--- src/rtl/valid_stream_fifo_pkg.sv ---
// Shared constants for the valid-stream-to-ready FIFO: drop counter width and its saturation ceiling.
package valid_stream_fifo_pkg;

  localparam int DROP_COUNT_WIDTH = 16;
  localparam logic [DROP_COUNT_WIDTH-1:0] DROP_COUNT_MAX = 16'hFFFF;

endpackage

--- src/rtl/valid_stream_to_ready_fifo_wrap_ptr.sv ---
// Modulo-depth pointer that steps by one on inc and wraps from depth-1 back to 0.
module wrap_ptr #(
  parameter int depth = 8
) (
  input  logic                                   clk,
  input  logic                                   rst,
  input  logic                                   inc,
  output logic [((depth > 1) ? $clog2(depth) : 1)-1:0] ptr
);

  localparam int PTR_W = (depth > 1) ? $clog2(depth) : 1;

  // Explicit wrap compare keeps non-power-of-two depths inside the storage range.
  always_ff @(posedge clk or posedge rst) begin
    if (rst) begin
      ptr <= '0;
    end else if (inc) begin
      if (ptr == PTR_W'(depth - 1)) begin
        ptr <= '0;
      end else begin
        ptr <= ptr + 1'b1;
      end
    end
  end

endmodule

--- src/rtl/valid_stream_to_ready_fifo.sv ---
// First-word fall-through FIFO bridging an unstallable valid-only stream to a ready/valid sink.
// Entries arriving while full are dropped and tallied; define VALID_STREAM_FIFO_DEBUG_EN for slot visibility ports.
module valid_stream_to_ready_fifo
  import valid_stream_fifo_pkg::*;
#(
  parameter int width = 256,
  parameter int depth = 8
) (
  input  logic                          clk,
  input  logic                          rst,
  input  logic                          in_valid,
  input  logic [width-1:0]              in_data,
  output logic                          out_valid,
  input  logic                          out_ready,
  output logic [width-1:0]              out_data,
  output logic                          full,
  output logic                          empty,
  output logic [$clog2(depth+1)-1:0]    count,
  input  logic                          clr_overflow,
  output logic                          overflow,
  output logic [DROP_COUNT_WIDTH-1:0]   drop_count
`ifdef VALID_STREAM_FIFO_DEBUG_EN
  ,
  output logic                          debug_valid [depth],
  output logic [width-1:0]              debug_data  [depth]
`endif
);

  localparam int PTR_W = (depth > 1) ? $clog2(depth) : 1;
  localparam int CNT_W = $clog2(depth + 1);

  logic [width-1:0] mem [depth];
  logic [PTR_W-1:0] rd_ptr;
  logic [PTR_W-1:0] wr_ptr;
  logic             push;
  logic             pop;
  logic             drop;

  assign empty     = (count == '0);
  assign full      = (count == CNT_W'(depth));
  assign out_valid = !empty;
  assign out_data  = mem[rd_ptr];

  // A pop frees the head slot in the same cycle, so a full FIFO can still accept.
  assign pop  = out_valid && out_ready;
  assign push = in_valid && (!full || pop);
  assign drop = in_valid && full && !pop;

  wrap_ptr #(.depth(depth)) u_wr_ptr (
    .clk (clk),
    .rst (rst),
    .inc (push),
    .ptr (wr_ptr)
  );

  wrap_ptr #(.depth(depth)) u_rd_ptr (
    .clk (clk),
    .rst (rst),
    .inc (pop),
    .ptr (rd_ptr)
  );

  // Storage is deliberately unreset; writes are held off while rst is high.
  always_ff @(posedge clk) begin
    if (push && !rst) begin
      mem[wr_ptr] <= in_data;
    end
  end

  always_ff @(posedge clk or posedge rst) begin
    if (rst) begin
      count <= '0;
    end else begin
      case ({push, pop})
        2'b10:   count <= count + 1'b1;
        2'b01:   count <= count - 1'b1;
        default: count <= count;
      endcase
    end
  end

  // A drop coinciding with a clear wins: the new drop is the first one counted.
  always_ff @(posedge clk or posedge rst) begin
    if (rst) begin
      overflow   <= 1'b0;
      drop_count <= '0;
    end else if (clr_overflow) begin
      overflow   <= drop;
      drop_count <= drop ? DROP_COUNT_WIDTH'(1) : '0;
    end else if (drop) begin
      overflow <= 1'b1;
      if (drop_count != DROP_COUNT_MAX) begin
        drop_count <= drop_count + 1'b1;
      end
    end
  end

`ifdef VALID_STREAM_FIFO_DEBUG_EN
  // A physical slot is live when its distance ahead of rd_ptr is below count.
  always_comb begin
    for (int i = 0; i < depth; i++) begin
      debug_data[i]  = mem[i];
      debug_valid[i] = (((i - int'(rd_ptr) + depth) % depth) < int'(count));
    end
  end
`endif

endmodule

--- config.mk ---
export PLATFORM = sky130hd
export DESIGN_NAME = valid_stream_to_ready_fifo
export DESIGN_NICKNAME = d
export VERILOG_FILES = /design/src/rtl/valid_stream_fifo_pkg.sv /design/src/rtl/valid_stream_to_ready_fifo_wrap_ptr.sv /design/src/rtl/valid_stream_to_ready_fifo.sv
export SDC_FILE = /design/constraint.sdc
export NUM_CORES = 1
export LEC_CHECK = 0
export ABC_AREA = 1
export ABC_CLOCK_PERIOD_IN_PS = 17380
export BUFFER_PORTS_ARGS = -buffer_cell sky130_fd_sc_hd__buf_4
export CORE_ASPECT_RATIO = 0.75
export CORE_MARGIN = 10
export CORE_UTILIZATION = 49
export DETAILED_ROUTE_END_ITERATION = 8
export GPL_TIMING_DRIVEN = 0
export MAX_ROUTING_LAYER = met4
export PLACE_DENSITY = 0.71
export SYNTH_ARGS = -nofsm -noshare
export SYNTH_HDL_FRONTEND = slang
export SYNTH_HIERARCHICAL = 1
export SYNTH_SLANG_ARGS = --single-unit
--- constraint.sdc ---
create_clock -name clk -period 17.38 [get_ports clk]
set_clock_uncertainty 0.05 [all_clocks]
set_input_delay 0.869 -clock clk [delete_from_list [all_inputs] [get_ports clk]]
set_output_delay 0.869 -clock clk [all_outputs]
set_load 0.1 [all_outputs]
Word level (Yosys, flattened, before mapping)
Memories as Yosys holds them, arrays and structs flattened.
Index checks and enable logic that the tools add are counted.
- latch bits: 0
- logic and storage cells: 43
- bits of input ports: 261
- RAM bits: 2048
- output and inout port bits: 280
- memories: 1
- ROM bits: 0
- register bits after elaboration: 27
- reductions and logical operators: 15
- add/sub/neg operators: 5
- shifts and indexed selects: 0
- $lt $le $gt $ge: 0
- multiplexer cells: 11
- bitwise operators: 0
- $mul: 0
- divide/modulo/power cells: 0
- equal/unequal tests: 6
- memories (name ; words ; bits a word ; read ports ; clocked after Yosys merged registers in ; wr ports ; RTL line ; source):
    mem ; 8 ; 256 ; 1 ; 0 ; 1 ; valid_stream_to_ready_fifo.sv:32 ; logic [width-1:0] mem [depth];
- operators with widths (operator ; count):
    2-to-1 mux 16 bit ; 3
    adder 16 x 1 -> 16 bit, second input constant ; 1
    != test 16 bit, second input constant ; 1
    one-hot mux 4 bit (2 select lines) ; 1
    adder 3 x 1 -> 3 bit, second input constant ; 2
    == test 3 bit, second input constant ; 2
    2-to-1 mux 3 bit ; 2
    nonzero test 2 bit ; 3
    logical AND 1 bit ; 5
    2-to-1 mux 1 bit ; 5
    adder 4 x 1 -> 4 bit, second input constant ; 1
    == test 4 bit, second input constant ; 1
    logical NOT 1 bit ; 4
    logical NOT 4 bit ; 1
    subtractor 4 x 1 -> 4 bit, second input constant ; 1
    == test 2 x 1 -> 1 bit, second input constant ; 1
    == test 2 bit, second input constant ; 1
    AND reduction 2 bit ; 1
    logical OR 1 bit ; 1

Depth between registers and ports, before layout
- word-level depth: 8
- mapped depth: 13
- mapped depth without buffers: 13

Cells and area by module
The synthesis kept the hierarchy.
- by module, submodules not included (module ; cells an instance ; area each (µm²) ; times used ; sequential area each (µm²)):
    valid_stream_to_ready_fifo ; 5724 ; 80522.2 ; 1 ; 62024.5
    wrap_ptr ; 18 ; 150.1 ; 2 ; 75.1

Least setup slack after synthesis
No wires, ideal clock.
- path kind: register -> register
- from: register count[0]
- to: memory mem[0][0] (enable)
- path buffers: 0
- data required time: 16453 ps
- path slack: 3754 ps
- cell stages (with the launch flop): 9
- arrival time: 12698 ps
- setup time: 877 ps
- clock period less this slack: 13626 ps
- cells stage by stage: dfrtp_1 nor2_1 nand2_1 inv_1 nand2_1 nand2_1 nor2_1 nand2_1 nor2_1
- elaborated cells between the ends (all ways): 10
- those cells by class: eq/ne: 1; mux: 2; reduce/logical: 7
- RTL lines (what ; RTL line ; source):
    start, declared ; valid_stream_to_ready_fifo.sv:18 ; output logic [$clog2(depth+1)-1:0] count,
    start signal, assigned ; valid_stream_to_ready_fifo.sv:75 ; 2'b10: count <= count + 1'b1;
    start signal, assigned ; valid_stream_to_ready_fifo.sv:76 ; 2'b01: count <= count - 1'b1;
    start signal, assigned ; valid_stream_to_ready_fifo.sv:77 ; default: count <= count;
    == test 4 bit ; valid_stream_to_ready_fifo.sv:40 ; assign full = (count == CNT_W'(depth));
    named net full ; valid_stream_to_ready_fifo.sv:16 ; output logic full,
    logical NOT 1 bit ; valid_stream_to_ready_fifo.sv:46 ; assign push = in_valid && (!full || pop);
    logical OR 1 bit ; valid_stream_to_ready_fifo.sv:46 ;
    logical AND 1 bit ; valid_stream_to_ready_fifo.sv:46 ;
    logical AND 1 bit ; valid_stream_to_ready_fifo.sv:65 ; if (push && !rst) begin
    2-to-1 mux 1 bit ; valid_stream_to_ready_fifo.sv:65 ;
    2-to-1 mux 1 bit (not written as such) ; valid_stream_to_ready_fifo.sv:66 ; mem[wr_ptr] <= in_data;
    end, declared ; valid_stream_to_ready_fifo.sv:32 ;
The timed path passes the listed nets, and every way through them passes these cells.

Final worst setup path
- from: register u_rd_ptr/ptr[0] in the netlist's numbering
- to: output out_data[86]
- word-level cells in the longest chain between the ends: 1
- RTL lines (what ; RTL line ; source):
    start, declared ; valid_stream_to_ready_fifo_wrap_ptr.sv:8 ; output logic [((depth > 1) ? $clog2(depth) : 1)-1:0] ptr
    start signal, assigned ; valid_stream_to_ready_fifo_wrap_ptr.sv:21 ; ptr <= ptr + 1'b1;
    memory (8 x 256 bit) ; -- ;
    end, declared ; valid_stream_to_ready_fifo.sv:15 ; output logic [width-1:0] out_data,
Every way passes these cells.

==> summary.log <==
INFO  floorplanning  die_y=372um
INFO  route          drt.antenna.violating_nets=0
INFO  setup_path     critPathCaptureType=output pin
INFO  synthesis      yosysWarningCount=6
INFO  setup_path     worst-endpoint-required=16.46ns
INFO  clock_tree     htreeDepth=4
INFO  timing         fin_crit_sh=0.304
INFO  synthesis      postSynthCellCount=5760
INFO  status         run_status=finished clean
INFO  timing         slew_headroom=0.0624
INFO  clock_tree     cts_buffers=193
INFO  floorplanning  die_w=489um
INFO  synthesis      synth_seq_area_share=0.769
INFO  clock_tree     cts-hold-fix-buffers=1
INFO  clock_tree     cts.path.max_buffers=3
INFO  clock_tree     tritoncts=built
INFO  route          drt_drc_violations_left=0
INFO  timing         timing_worst_slew_pin_value=1.41ns
INFO  floorplanning  floorplan.initialDensity=0.495
INFO  timing         timing_max_transition_violations_final=0
INFO  global_routing number_of_global_route_vias_before_repair=51000
INFO  clock_tree     cts-root-buf=clkbuf_16
INFO  route          drt-vias-per-instance=5.83
INFO  route          route.final.wire_length=229mm
INFO  floorplanning  io_pins=541
INFO  global_routing grtUsageTotal=0.251
INFO  timing         final_hold_viol_count=0
INFO  finish         num-nets-final=6852
INFO  floorplanning  die_outline_area=182000um^2
INFO  timing         unrepaired_setup_endpoints_after_global_routing=no
INFO  timing         final_period_minus_worst_setup_slack=5.29ns
INFO  synthesis      mappedNetlistNets=6029
INFO  setup_path     crit_slowest_cell=clkbuf_1
INFO  global_routing grt_first_pass_wirelength=332mm
INFO  finish         post_route_cells_drive_above_1_share=0.160
INFO  clock_tree     post_cts_resize_count=0
INFO  setup_path     stage_delay_of_the_slowest_cell_on_the_critical_path=1.05ns
INFO  clock_tree     clkTransAtPathRegs=0.07ns
INFO  flow_run       maxcap_viol_count=0
INFO  clock_tree     cts.repair_timing.setup_buffer_count=0
INFO  synthesis      synth.avg_cell_area=14.0um^2
INFO  route          detail_route.wl_per_cell=25.6um
INFO  route          drt_pass1_iterations=7
INFO  route          vias=52000
INFO  clock_tree     clk-insertion-delay-late=0.83ns
INFO  setup_path     cp-start-kind=flip-flop
INFO  timing         achievable-frequency=189MHz
INFO  timing         setup_viol=0
INFO  timing         timing.setup.tns=0ns
INFO  clock_tree     numClockSinks=2075
INFO  global_routing largest_net_degree_at_the_start_of_global_routing=32
INFO  finish         syn_to_final_growth=18.5%
INFO  global_routing grt_antenna_before_repair=44
INFO  setup_path     crit_path_max_fanout=10
INFO  hold_path      class_of_the_tightest_hold_or_removal_check=in -> reg
INFO  global_routing grt_overflow_total=0
INFO  synthesis      yosysUniqueCellTypes=26
INFO  floorplanning  site_rows=128
INFO  placement      port-buffer-count=539
INFO  setup_path     critical_path_arrival=4.37ns
INFO  route          drtIter0Drc=6314
INFO  placement      globalplace.congestion=0.840
INFO  setup_path     setup.worst_path.class=reg -> out
INFO  placement      hpwlAfterDp=150mm
INFO  setup_path     crit_path_cell_trace=buf_4 -> clkbuf_1 -> clkbuf_1 -> o21ai_0 -> o32ai_1 -> nand2_1 -> nand2_1 -> buf_4
INFO  synthesis      postSynthRegisterBits=2075
INFO  floorplanning  core_region_area=163000um^2
INFO  synthesis      syn-cell-area=80800um^2
-- synth_stat cells --
cell | n | area (um^2)
o21ai_1 | 10 | 50.1
o21ai_2 | 1 | 8.76
inv_2 | 3 | 11.3
nand2_1 | 857 | 3220
dfrtp_1 | 27 | 676
a21oi_1 | 3 | 15.0
fa_1 | 1 | 20.0
buf_6 | 33 | 372
o21bai_1 | 2 | 15.0
nand4_1 | 9 | 56.3
o22ai_1 | 256 | 1600
buf_1 | 31 | 116
o21ai_0 | 514 | 2570
o32ai_1 | 256 | 2240
clkinv_1 | 1 | 3.75
inv_1 | 36 | 135
edfxtp_1 | 2048 | 61500
xor2_1 | 8 | 70.1
buf_4 | 17 | 128
nand3_1 | 21 | 105
nand3b_1 | 2 | 15.0
buf_2 | 108 | 541
clkbuf_1 | 186 | 698
nor2_1 | 1067 | 4010
ha_1 | 7 | 87.6
mux2i_1 | 256 | 2560
-- area by class of cell --
class                   count  area (um^2)
fillers                 12400        67400
flip-flops and latches   2075        62200
multi-input cells        3270        16700
repair buffers            628         5860
clock buffers             237         5070
well taps                2145         2680
plain buffers             375         1860
clock inverters           113         1170
inverters                  40          150
diodes                     42          105
-- path summary, 6_finish.rpt --
kind / from / end / slack (ns) / cells after the start
max in group asynchronous: rst / drop_count[2] / 15.95 / 3
worst max-delay path: u_rd_ptr/ptr[0] / out_data[86] / 12.09 / 8
worst min-delay path: in_data[176] / mem[6][176] / 0.20 / 1
min in group asynchronous: rst / u_rd_ptr/ptr[0] / 0.45 / 3
worst min register to register: u_rd_ptr/ptr[1] / u_rd_ptr/ptr[1] / 0.48 / 2
worst max register to register: count[3] / mem[4][138] / 13.94 / 13
-- kinds of logic (layout without fill, tap and decap cells) --
kind of cell	Yosys count	in the layout	share of synthesized area
muxes	256	256	0.0317
adders and majority gates	8	8	0.00133
buffers and inverters	415	1393	0.0248
AOI/OAI and AO/OA	1042	1042	0.0805
DFF	2075	2075	0.769
other	0	42	0
and+or+nand+nor	1956	1956	0.0915
xor gates and xnor gates	8	8	0.000867
-- per-layer routing --
layer | wire, um | share of wire | vias up | GRT usage
met2 | 109000 | 0.47 | 2688 | 0.391
li1 | - | - | 23100 | -
met1 | 91400 | 0.40 | 25900 | 0.332
met5 | 0 | 0 | - | -
met4 | 7940 | 0.035 | 0 | 0.0902
met3 | 20800 | 0.091 | 412 | 0.0480
-- layout by cell type, fill, tap and decap left out, types with 31 or more instances in the layout --
cell type and instances:
edfxtp_1 2048, nor2_1 1059, nand2_1 857, buf_4 556, o21ai_0 514, o32ai_1 256, mux2i_1 256, o22ai_1 256
clkbuf_1 221, clkbuf_16 195, buf_2 108, buf_12 81, diode_2 42, clkinv_1 38, inv_1 36, buf_6 33
buf_1 31
-- registers in the layout, summed over array words and instances, names as in the netlist --
name / count
u_rd_ptr/ptr: 3
overflow: 1
u_wr_ptr/ptr: 3
drop_count: 16
count: 4
mem: 2048
-- stage by stage --
stage	hold slack, ns	instances	util	setup WS (ns)	cell area (um^2)
floorplan	0.416	5760	-	3.75	80800
global placement	0.442	8444	0.536	-6.12	87600
detailed placement	0.463	8532	0.548	12.99	89400
CTS	0.139	8883	0.586	12.08	95700
global route	0.167	8918	0.587	12.01	95800
finish	0.203	8925	0.587	12.09	95800
-- critical path, delay by kind of cell (launching register included) --
kind,cells,cell delay [ns]
buffers and inverters,4,2.30
flip-flops,1,0.40
AO/OA/AOI/OAI,2,0.36
AND/OR/NAND/NOR,2,0.42
Power is left out: the tool's default activity adds up to more than one toggle a clock period on the data nets, which glitch-free logic cannot reach.
